[src/rtl/fpu_sequencer.sv]
// Drives one typed operation through a selected stb/ack FP/conversion unit and returns a tagged 66-bit stack word.
// All outputs are registered; a unit that stalls for TIMEOUT busy cycles is abandoned with error 3.
module fpu_sequencer #(
  parameter int NUM_UNITS = 4,
  parameter int TIMEOUT   = 255,
  localparam int UW = (NUM_UNITS > 1) ? $clog2(NUM_UNITS) : 1
) (
  input  logic                   i_clk,
  input  logic                   i_reset,
  input  logic                   i_req,
  input  logic [UW:0]            i_unit,
  input  logic                   i_two_op,
  input  logic                   i_narrow,
  input  logic [1:0]             i_type_a,
  input  logic [1:0]             i_type_b,
  input  logic [1:0]             i_res_type,
  input  logic [65:0]            i_operand_a,
  input  logic [65:0]            i_operand_b,
  output logic                   o_busy,
  output logic                   o_done,
  output logic [65:0]            o_result,
  output logic [1:0]             o_error,
  output logic [63:0]            o_u_a,
  output logic [63:0]            o_u_b,
  output logic [NUM_UNITS-1:0]   o_u_a_stb,
  output logic [NUM_UNITS-1:0]   o_u_b_stb,
  input  logic [NUM_UNITS-1:0]   i_u_a_ack,
  input  logic [NUM_UNITS-1:0]   i_u_b_ack,
  input  logic [64*NUM_UNITS-1:0] i_u_z,
  input  logic [NUM_UNITS-1:0]   i_u_z_stb,
  output logic [NUM_UNITS-1:0]   o_u_z_ack
);

  localparam logic [1:0] ERR_NONE = 2'd0;
  localparam logic [1:0] ERR_TYPE = 2'd1;
  localparam logic [1:0] ERR_UNIT = 2'd2;
  localparam logic [1:0] ERR_TMO  = 2'd3;
  localparam logic [NUM_UNITS-1:0] ONE = NUM_UNITS'(1);

  typedef enum logic [1:0] {S_IDLE, S_SEND_A, S_SEND_B, S_WAIT_Z} state_t;

  state_t               r_state, w_state;
  logic [UW-1:0]        r_unit, w_unit;
  logic                 r_two_op, w_two_op;
  logic                 r_narrow, w_narrow;
  logic [1:0]           r_res_type, w_res_type;
  logic [7:0]           r_cnt, w_cnt;
  logic                 r_busy, w_busy;
  logic                 r_done, w_done;
  logic [65:0]          r_result, w_result;
  logic [1:0]           r_error, w_error;
  logic [63:0]          r_u_a, w_u_a;
  logic [63:0]          r_u_b, w_u_b;
  logic [NUM_UNITS-1:0] r_a_stb, w_a_stb;
  logic [NUM_UNITS-1:0] r_b_stb, w_b_stb;
  logic [NUM_UNITS-1:0] r_z_ack, w_z_ack;

  logic [NUM_UNITS-1:0] w_sel;
  logic [63:0]          w_z;
  logic                 w_a_xfer, w_b_xfer, w_z_vld, w_tmo;

  // Only the latched unit's handshake lines are ever looked at.
  assign w_sel    = ONE << r_unit;
  assign w_z      = i_u_z[r_unit*64 +: 64];
  assign w_a_xfer = |(r_a_stb & i_u_a_ack & w_sel);
  assign w_b_xfer = |(r_b_stb & i_u_b_ack & w_sel);
  assign w_z_vld  = |(i_u_z_stb & w_sel);
  assign w_tmo    = (r_cnt == 8'(TIMEOUT));

  always_ff @(posedge i_clk) begin
    if (i_reset) begin
      r_state    <= S_IDLE;
      r_unit     <= '0;
      r_two_op   <= 1'b0;
      r_narrow   <= 1'b0;
      r_res_type <= 2'd0;
      r_cnt      <= 8'd0;
      r_busy     <= 1'b0;
      r_done     <= 1'b0;
      r_result   <= 66'd0;
      r_error    <= ERR_NONE;
      r_u_a      <= 64'd0;
      r_u_b      <= 64'd0;
      r_a_stb    <= '0;
      r_b_stb    <= '0;
      r_z_ack    <= '0;
    end else begin
      r_state    <= w_state;
      r_unit     <= w_unit;
      r_two_op   <= w_two_op;
      r_narrow   <= w_narrow;
      r_res_type <= w_res_type;
      r_cnt      <= w_cnt;
      r_busy     <= w_busy;
      r_done     <= w_done;
      r_result   <= w_result;
      r_error    <= w_error;
      r_u_a      <= w_u_a;
      r_u_b      <= w_u_b;
      r_a_stb    <= w_a_stb;
      r_b_stb    <= w_b_stb;
      r_z_ack    <= w_z_ack;
    end
  end

  always_comb begin
    w_state    = r_state;
    w_unit     = r_unit;
    w_two_op   = r_two_op;
    w_narrow   = r_narrow;
    w_res_type = r_res_type;
    w_cnt      = r_cnt;
    w_busy     = r_busy;
    w_done     = 1'b0;
    w_result   = r_result;
    w_error    = r_error;
    w_u_a      = r_u_a;
    w_u_b      = r_u_b;
    w_a_stb    = r_a_stb;
    w_b_stb    = r_b_stb;
    w_z_ack    = '0;

    if (r_state == S_IDLE) begin
      if (i_req) begin
        if (int'(i_unit) >= NUM_UNITS) begin
          w_done  = 1'b1;
          w_error = ERR_UNIT;
        end else if ((i_operand_a[65:64] != i_type_a) ||
                     (i_two_op && (i_operand_b[65:64] != i_type_b))) begin
          w_done  = 1'b1;
          w_error = ERR_TYPE;
        end else begin
          w_unit     = i_unit[UW-1:0];
          w_two_op   = i_two_op;
          w_narrow   = i_narrow;
          w_res_type = i_res_type;
          w_u_a      = i_operand_a[63:0];
          w_u_b      = i_operand_b[63:0];
          w_a_stb    = ONE << i_unit[UW-1:0];
          w_busy     = 1'b1;
          w_cnt      = 8'd0;
          w_state    = S_SEND_A;
        end
      end
    end else begin
      w_cnt = r_cnt + 8'd1;
      // A result arriving on the last budgeted cycle still wins over the abort.
      if ((r_state == S_WAIT_Z) && w_z_vld) begin
        w_result = {r_res_type, r_narrow ? {32'd0, w_z[31:0]} : w_z};
        w_z_ack  = w_sel;
        w_done   = 1'b1;
        w_error  = ERR_NONE;
        w_busy   = 1'b0;
        w_state  = S_IDLE;
      end else if (w_tmo) begin
        w_a_stb = '0;
        w_b_stb = '0;
        w_done  = 1'b1;
        w_error = ERR_TMO;
        w_busy  = 1'b0;
        w_state = S_IDLE;
      end else if ((r_state == S_SEND_A) && w_a_xfer) begin
        w_a_stb = '0;
        if (r_two_op) begin
          w_b_stb = w_sel;
          w_state = S_SEND_B;
        end else begin
          w_state = S_WAIT_Z;
        end
      end else if ((r_state == S_SEND_B) && w_b_xfer) begin
        w_b_stb = '0;
        w_state = S_WAIT_Z;
      end
    end
  end

  assign o_busy    = r_busy;
  assign o_done    = r_done;
  assign o_result  = r_result;
  assign o_error   = r_error;
  assign o_u_a     = r_u_a;
  assign o_u_b     = r_u_b;
  assign o_u_a_stb = r_a_stb;
  assign o_u_b_stb = r_b_stb;
  assign o_u_z_ack = r_z_ack;

endmodule

[config.mk]
export PLATFORM = sky130hd
export DESIGN_NAME = fpu_sequencer
export DESIGN_NICKNAME = d
export VERILOG_FILES = /design/src/rtl/fpu_sequencer.sv
export SDC_FILE = /design/constraint.sdc
export NUM_CORES = 1
export LEC_CHECK = 0
export CAP_MARGIN = 20
export CORE_AREA = 4 4 242 244
export DETAILED_ROUTE_END_ITERATION = 10
export DIE_AREA = 0 0 246 248
export GPL_TIMING_DRIVEN = 0
export SKIP_LAST_GASP = 1
export SLEW_MARGIN = 30
export SYNTH_ARGS = -nofsm -noshare
export SYNTH_HDL_FRONTEND = slang
export SYNTH_SLANG_ARGS = --single-unit
[constraint.sdc]
create_clock -name i_clk -period 5.8 [get_ports i_clk]
set_input_delay 1.16 -clock i_clk [delete_from_list [all_inputs] [get_ports i_clk]]
set_output_delay 1.16 -clock i_clk [all_outputs]
set_load 0.02 [all_outputs]
==> impl_results.md, run 1 <==
* CP Capture Type: register
* Min Tclk post-route at 3.33 ns
* Number of synthesized flops with an enable pin at 0
* I/O pins at 624
* Final setup viols at 0
* P_leak at 5.77 nW
* Setup Skew at 0.0192 ns
* Final Cycle Share at 57.5%
* Largest net degree at the start of global routing at 15
* DRC Markers at 0
* Num rows at 87
* Min-delay worst type: reg -> reg
* Max-Cap Viols at 0
* Startpoint Class: input pin
* Via count at 10600
* Synth Instances at 1090
* ANT cells at 0
* Core ar. at 0.0563 mm²
* Post-CTS Resized at 0
* Busiest layer in global routing: met2
* Finished Core Util at 31.7%
* Gp weighted congestion at 0.871
* RSZ-0062 raised after global routing: no
* Worst Max-Slew Pin Slew at 0.910 ns
* Initial antenna violation count at 5
* Synth Cell Area at 0.00975 mm²
* Post-synth net total at 1505
* Worst EP required at 6.22 ns
* Commonest non-fill, non-tap cell in the layout: clkdlybuf4s50_1
* VDD IR max at 0.200 mV
* Chip width at 246 µm
* Via-per-instance ratio at 4.21
* Vias in the first global route at 11000
* TritonCTS Buffers at 28
* Worst endpoint data arrival time at 3.75 ns
* Setup Buffers After CTS at 0
* Share of post-route cells with drive strength above 1 at 8.57%
* Avg WL per Cell at 19.3 µm
* Synth Warn # at 0
* Routed wire length at 48.5 mm
* Reg clk slew, reported paths at 0.06 ns
* Max Slew Vio Count at 0
* First-pass GRT wire length at 68.1 mm
* Clock Latency Late Sink at 0.56 ns
* Top FF cell, synth: dfxtp_1
* Die area at 0.0610 mm²
* Hold buffer count at CTS at 0
* Routed Antenna Nets at 0
* # clock sinks at 226
* PD cells at 220 mW/mm²
* Yosys reg bits at 226
* PortBufs at 623
* Starting Density at 17.3%
* R2R setup slack at 3.13 ns
* Max H-tree Level at 1
* Clock Tree Root: clkbuf_16
* Post-DP HPWL at 40.0 mm
* Met3 Use GR at 3.10%
* Met1 global-route usage at 17.1%
* Total gr overflow at 0
* Distinct cells, synth at 49
* Most frequent cells in the layout: clkdlybuf4s50_1 (623), nand2_1 (376), dfxtp_1 (226)
* Final setup TNS at 0 ns
* Slew Limit Headroom at 39.3%
* CTS tree: built
* Synth async-reset ratio at 0%
* Die H at 248 µm
* CTS Buffer Depth at 3
* Outcome: finished, final reports clean
* WS Path Type: in -> reg
* Final layout net count at 2158
* DRT iter0 DRCs at 411
* Maximum clock rate at 300 MHz
* Critical path peak fanout at 10
* Synth-to-Final Area Change at 83.3%
* Drt first pass iters at 5
* Synth Area per Inst at 8.94 µm²
* Met2 Use GR at 26.8%
* GRT Overall Usage at 14.8%
* Fin. Hold Viols at 0
* Register area share after synthesis at 46.4%
==> where the power goes <==
part	internal [mW]	total, mW	switching, mW
combinational	0.358	0.570	0.212
sequential	1.58	1.59	0.0131
clock	1.07	1.77	0.703
total	3.00	3.93	0.928
==> kinds of logic (layout without fill, tap and decap cells) <==
family | after synthesis | in the layout | synth area share, %
XOR/XNOR | 5 | 5 | 0.449
multiplexers | 66 | 66 | 15.3
buffers and inverters | 99 | 771 | 4.56
AO/OA/AOI/OAI | 241 | 241 | 13.3
flip-flops | 226 | 226 | 46.4
AND/OR/NAND/NOR | 452 | 452 | 19.9
adder cells (fa/ha/maj) | 1 | 1 | 0.128
==> routing by layer <==
metal | routed length, µm | up-vias
met2 | 24400 | 442
li1 | - | 5080
met1 | 19000 | 4987
met4 | 1710 | 4
met3 | 3440 | 76
met5 | 27 | -
==> cells in the mapped netlist, drive strengths merged, types with 5 or more instances <==
master | number | share of area, %
clkbuf | 56 | 2.2
inv | 8 | 0.31
dfxtp | 226 | 46
nand3b | 33 | 2.5
nor2 | 9 | 0.35
buf | 35 | 2.1
o211ai | 5 | 0.39
nor3 | 6 | 0.31
a21oi | 205 | 11
nand2 | 376 | 14
mux4 | 66 | 15
==> state kept, by name (all words and copies together), names as in the netlist, 2 cells and up <==
register	count
o_result	66
o_u_a	64
o_error	2
o_u_b_stb	4
o_u_b	64
o_u_a_stb	4
o_u_z_ack	4
r_state	2
r_cnt	8
r_res_type	2
r_unit	2
==> layout make-up <==
| class | count | area (µm²) |
|---|---|---|
| fill | 5859 | 38400 |
| timing repair buffer | 623 | 6240 |
| multi-input combinational | 765 | 4780 |
| sequential | 226 | 4520 |
| tap | 756 | 946 |
| clock buffer | 37 | 774 |
| buffer | 91 | 419 |
| clock inverter | 12 | 159 |
| inverter | 8 | 30.0 |
==> through the flow <==
step           hold slack [ns]  setup WS, ns  std cells  instance area [µm²]  power, mW
6_report                 0.451          2.47       2518                17900       3.93
5_1_grt                  0.468          2.20       2518                17900       4.09
4_1_cts                  0.453          2.26       2518                17900       4.01
3_5_place_dp             0.445          1.65       2469                16900       2.20
3_3_place_gp             0.442          1.26       2469                16900       2.19
2_1_floorplan            0.432          3.17       1090                 9750       1.80
==> worst paths after layout <==
check	from	cells after the start	to
hold reg to reg	o_result[2]	2	o_result[2]
setup / recovery	i_reset	5	o_result[32]
setup reg to reg	r_unit[1]	7	o_result[27]
hold / removal	o_result[2]	2	o_result[2]
==> worst max-delay path, stage by stage <==
cell and delay (ns):
clkdlybuf4s50_1 0.54, clkbuf_1 0.71, clkbuf_1 0.62, clkbuf_2 0.60
a21oi_1 0.10
(Power assumes the default switching activity.)
==> run 2: changes to the inputs <==
CORE_AREA = 4 4 243 245   (was 4 4 242 244)
DIE_AREA = 0 0 247 249   (was 0 0 246 248)
clock period = 2.9 ns   (was 5.8 ns; I/O delays follow)
==> impl_results.md, run 2 (synthesized netlist as in run 1, its figures left out) <==
* R2R setup slack at 0.32 ns (-2.81 ns)
* DRC Markers at 0 (unchanged)
* RR Endpoint: o_result[19]
* Max Slew Vio Count at 0 (unchanged)
* Gp weighted congestion at 0.880 (+1.1%)
* Slew Limit Headroom at 40.5% (+1.1 points)
* GRT Overall Usage at 14.5% (-0.21 points)
* Synth-to-Final Area Change at 81.9%
* TritonCTS Buffers at 27 (-3.6%)
* Worst Max-Slew Pin Slew at 0.893 ns (-0.0171 ns)
* Maximum clock rate at 374 MHz
* Max H-tree Level at 1 (unchanged)
* Initial antenna violation count at 1 (-4)
* Worst hold path depth at 2 (unchanged)
* WS Path Type: in -> reg
* Final layout net count at 2157 (-0.046%)
* Hold_sp: o_u_b[13]
* Reg clk slew, reported paths at 0.06 ns (about the same)
* Worst endpoint data arrival time at 3.06 ns (-0.69 ns)
* Min Tclk post-route at 2.67 ns
* Routed wire length at 47.7 mm (-1.6%)
* DRT iter0 DRCs at 371 (-9.7%)
* Total gr overflow at 0 (unchanged)
* # clock sinks at 226 (unchanged)
* Routed Antenna Nets at 0 (unchanged)
* Core ar. at 0.0571 mm² (+1.5%)
* Via-per-instance ratio at 4.18 (-0.56%)
* PD cells at 419 mW/mm² (+90%)
* Storage cell area at 0.00452 mm² (unchanged)
* CTS Buffer Depth at 3 (unchanged)
* Number of flip-flops in the largest register at 66 (unchanged)
* P_leak at 5.71 nW (-1.1%)
* Die area at 0.0615 mm² (+0.81%)
* Final setup viols at 0 (unchanged)
* Starting Density at 17.1% (-0.26 points)
* Commonest non-fill, non-tap cell in the layout: clkdlybuf4s50_1
* Clock Tree Root: clkbuf_16
* Setup Buffers After CTS at 0 (unchanged)
* Share of post-route cells with drive strength above 1 at 8.19% (-0.38 points)
* Largest net degree at the start of global routing at 13 (-2)
* Setup Skew at 0.00832 ns (-0.0108 ns)
* Vias in the first global route at 10900 (-0.99%)
* VDD IR max at 0.327 mV (+64%)
* Reg-to-reg startpoint: r_unit[1]
* CTS tree: built
* Chip width at 247 µm (+0.41%)
* Worst EP required at 3.28 ns (-2.94 ns)
* Clock Latency Late Sink at 0.55 ns (about the same)
* Post-DP HPWL at 39.3 mm (-1.7%)
* CP Capture Type: register
* Critical path peak fanout at 10 (unchanged)
* Num rows at 88 (+1.1%)
* Max-Cap Viols at 0 (unchanged)
* Hold Path Sink: o_u_b[13]
* Fill cell count at 5971 (+1.9%)
* Via count at 10600 (-0.32%)
* R2r worst-path depth at 7 (unchanged)
* Outcome: finished, final reports clean
* I/O pins at 624 (unchanged)
* Most frequent cells in the layout: clkdlybuf4s50_1 (623), nand2_1 (376), dfxtp_1 (226)
* Startpoint Class: input pin
* Finished Core Util at 31.0% (-0.72 points)
* PortBufs at 623 (unchanged)
* Fin cells at 2524 (+0.24%)
* Multi-input logic area at 0.00478 mm² (unchanged)
* Drt first pass iters at 4 (-1)
* First-pass GRT wire length at 68.3 mm (+0.30%)
* Die H at 249 µm (+0.40%)
* Avg WL per Cell at 18.9 µm (-1.8%)
* Final Cycle Share at 92.1%
* Min-delay worst type: reg -> reg
* Cells after DPL at 2478 (+0.36%)
* Fin. Hold Viols at 0 (unchanged)
* RSZ-0062 raised after global routing: no
==> run 2: critical path, stage by stage <==
cell	delay (ns)
clkdlybuf4s50_1	0.54
clkbuf_2	0.41
clkbuf_1	0.68
clkbuf_1	0.74
a21oi_1	0.09
==> run 2: report_power, final <==
group	switching, mW	internal [mW]	leakage, nW	total, mW
clock	1.34	1.78	0.389	3.11
combinational	0.419	0.715	3.50	1.13
sequential	0.0273	3.15	1.82	3.18
total	1.79	5.64	5.71	7.43
==> run 2: layer usage <==
metal  routed length [µm]  track usage (%)
met2                24000             26.5
met5                    0                0
met1                18800             16.9
met4                 1430             4.60
met3                 3450             3.15
==> run 2: how the worst max path moves through the flow <==
| stage | from | to | cells after the start |
|---|---|---|---|
| floorplan | i_req | o_u_a[0] | 7 |
| global placement | i_reset | r_unit[0] | 5 |
| detailed placement | i_reset | o_u_b[4] | 5 |
| CTS | i_req | r_unit[1] | 7 |
| global route | i_reset | o_u_b[1] | 5 |
| finish | i_reset | o_result[31] | 5 |
==> run 2: timing repair <==
action	4_1_cts	5_1_grt
endpoints found under the setup margin	30	6
gates resized for setup	1	6
pin swaps	0	0
hold buffers	0	0
==> run 2: layout make-up <==
| class | instances | area share, % |
|---|---|---|
| Antenna cell | 1 | 0.0141 |
| Multi-Input combinational cell | 765 | 26.9 |
| Tap cell | 765 | 5.40 |
| Buffer | 91 | 2.37 |
| Sequential cell | 226 | 25.5 |
| Inverter | 8 | 0.169 |
| Clock inverter | 6 | 0.191 |
| Clock buffer | 39 | 4.23 |
| Timing Repair Buffer | 623 | 35.2 |
==> run 2: through the flow <==
step / setup TNS (ns) / hold WS (ns) / setup WS (ns) / power, mW / instance area [µm²]
floorplan: 0 / 0.432 / 0.853 / 3.60 / 9750
global placement: -90.37 / 0.441 / -0.902 / 4.38 / 16900
detailed placement: -93.20 / 0.446 / -0.912 / 4.39 / 16900
CTS: 0 / 0.454 / 0.000592 / 7.57 / 17700
global route: 0 / 0.470 / 0.0208 / 7.75 / 17700
finish: 0 / 0.452 / 0.228 / 7.43 / 17700
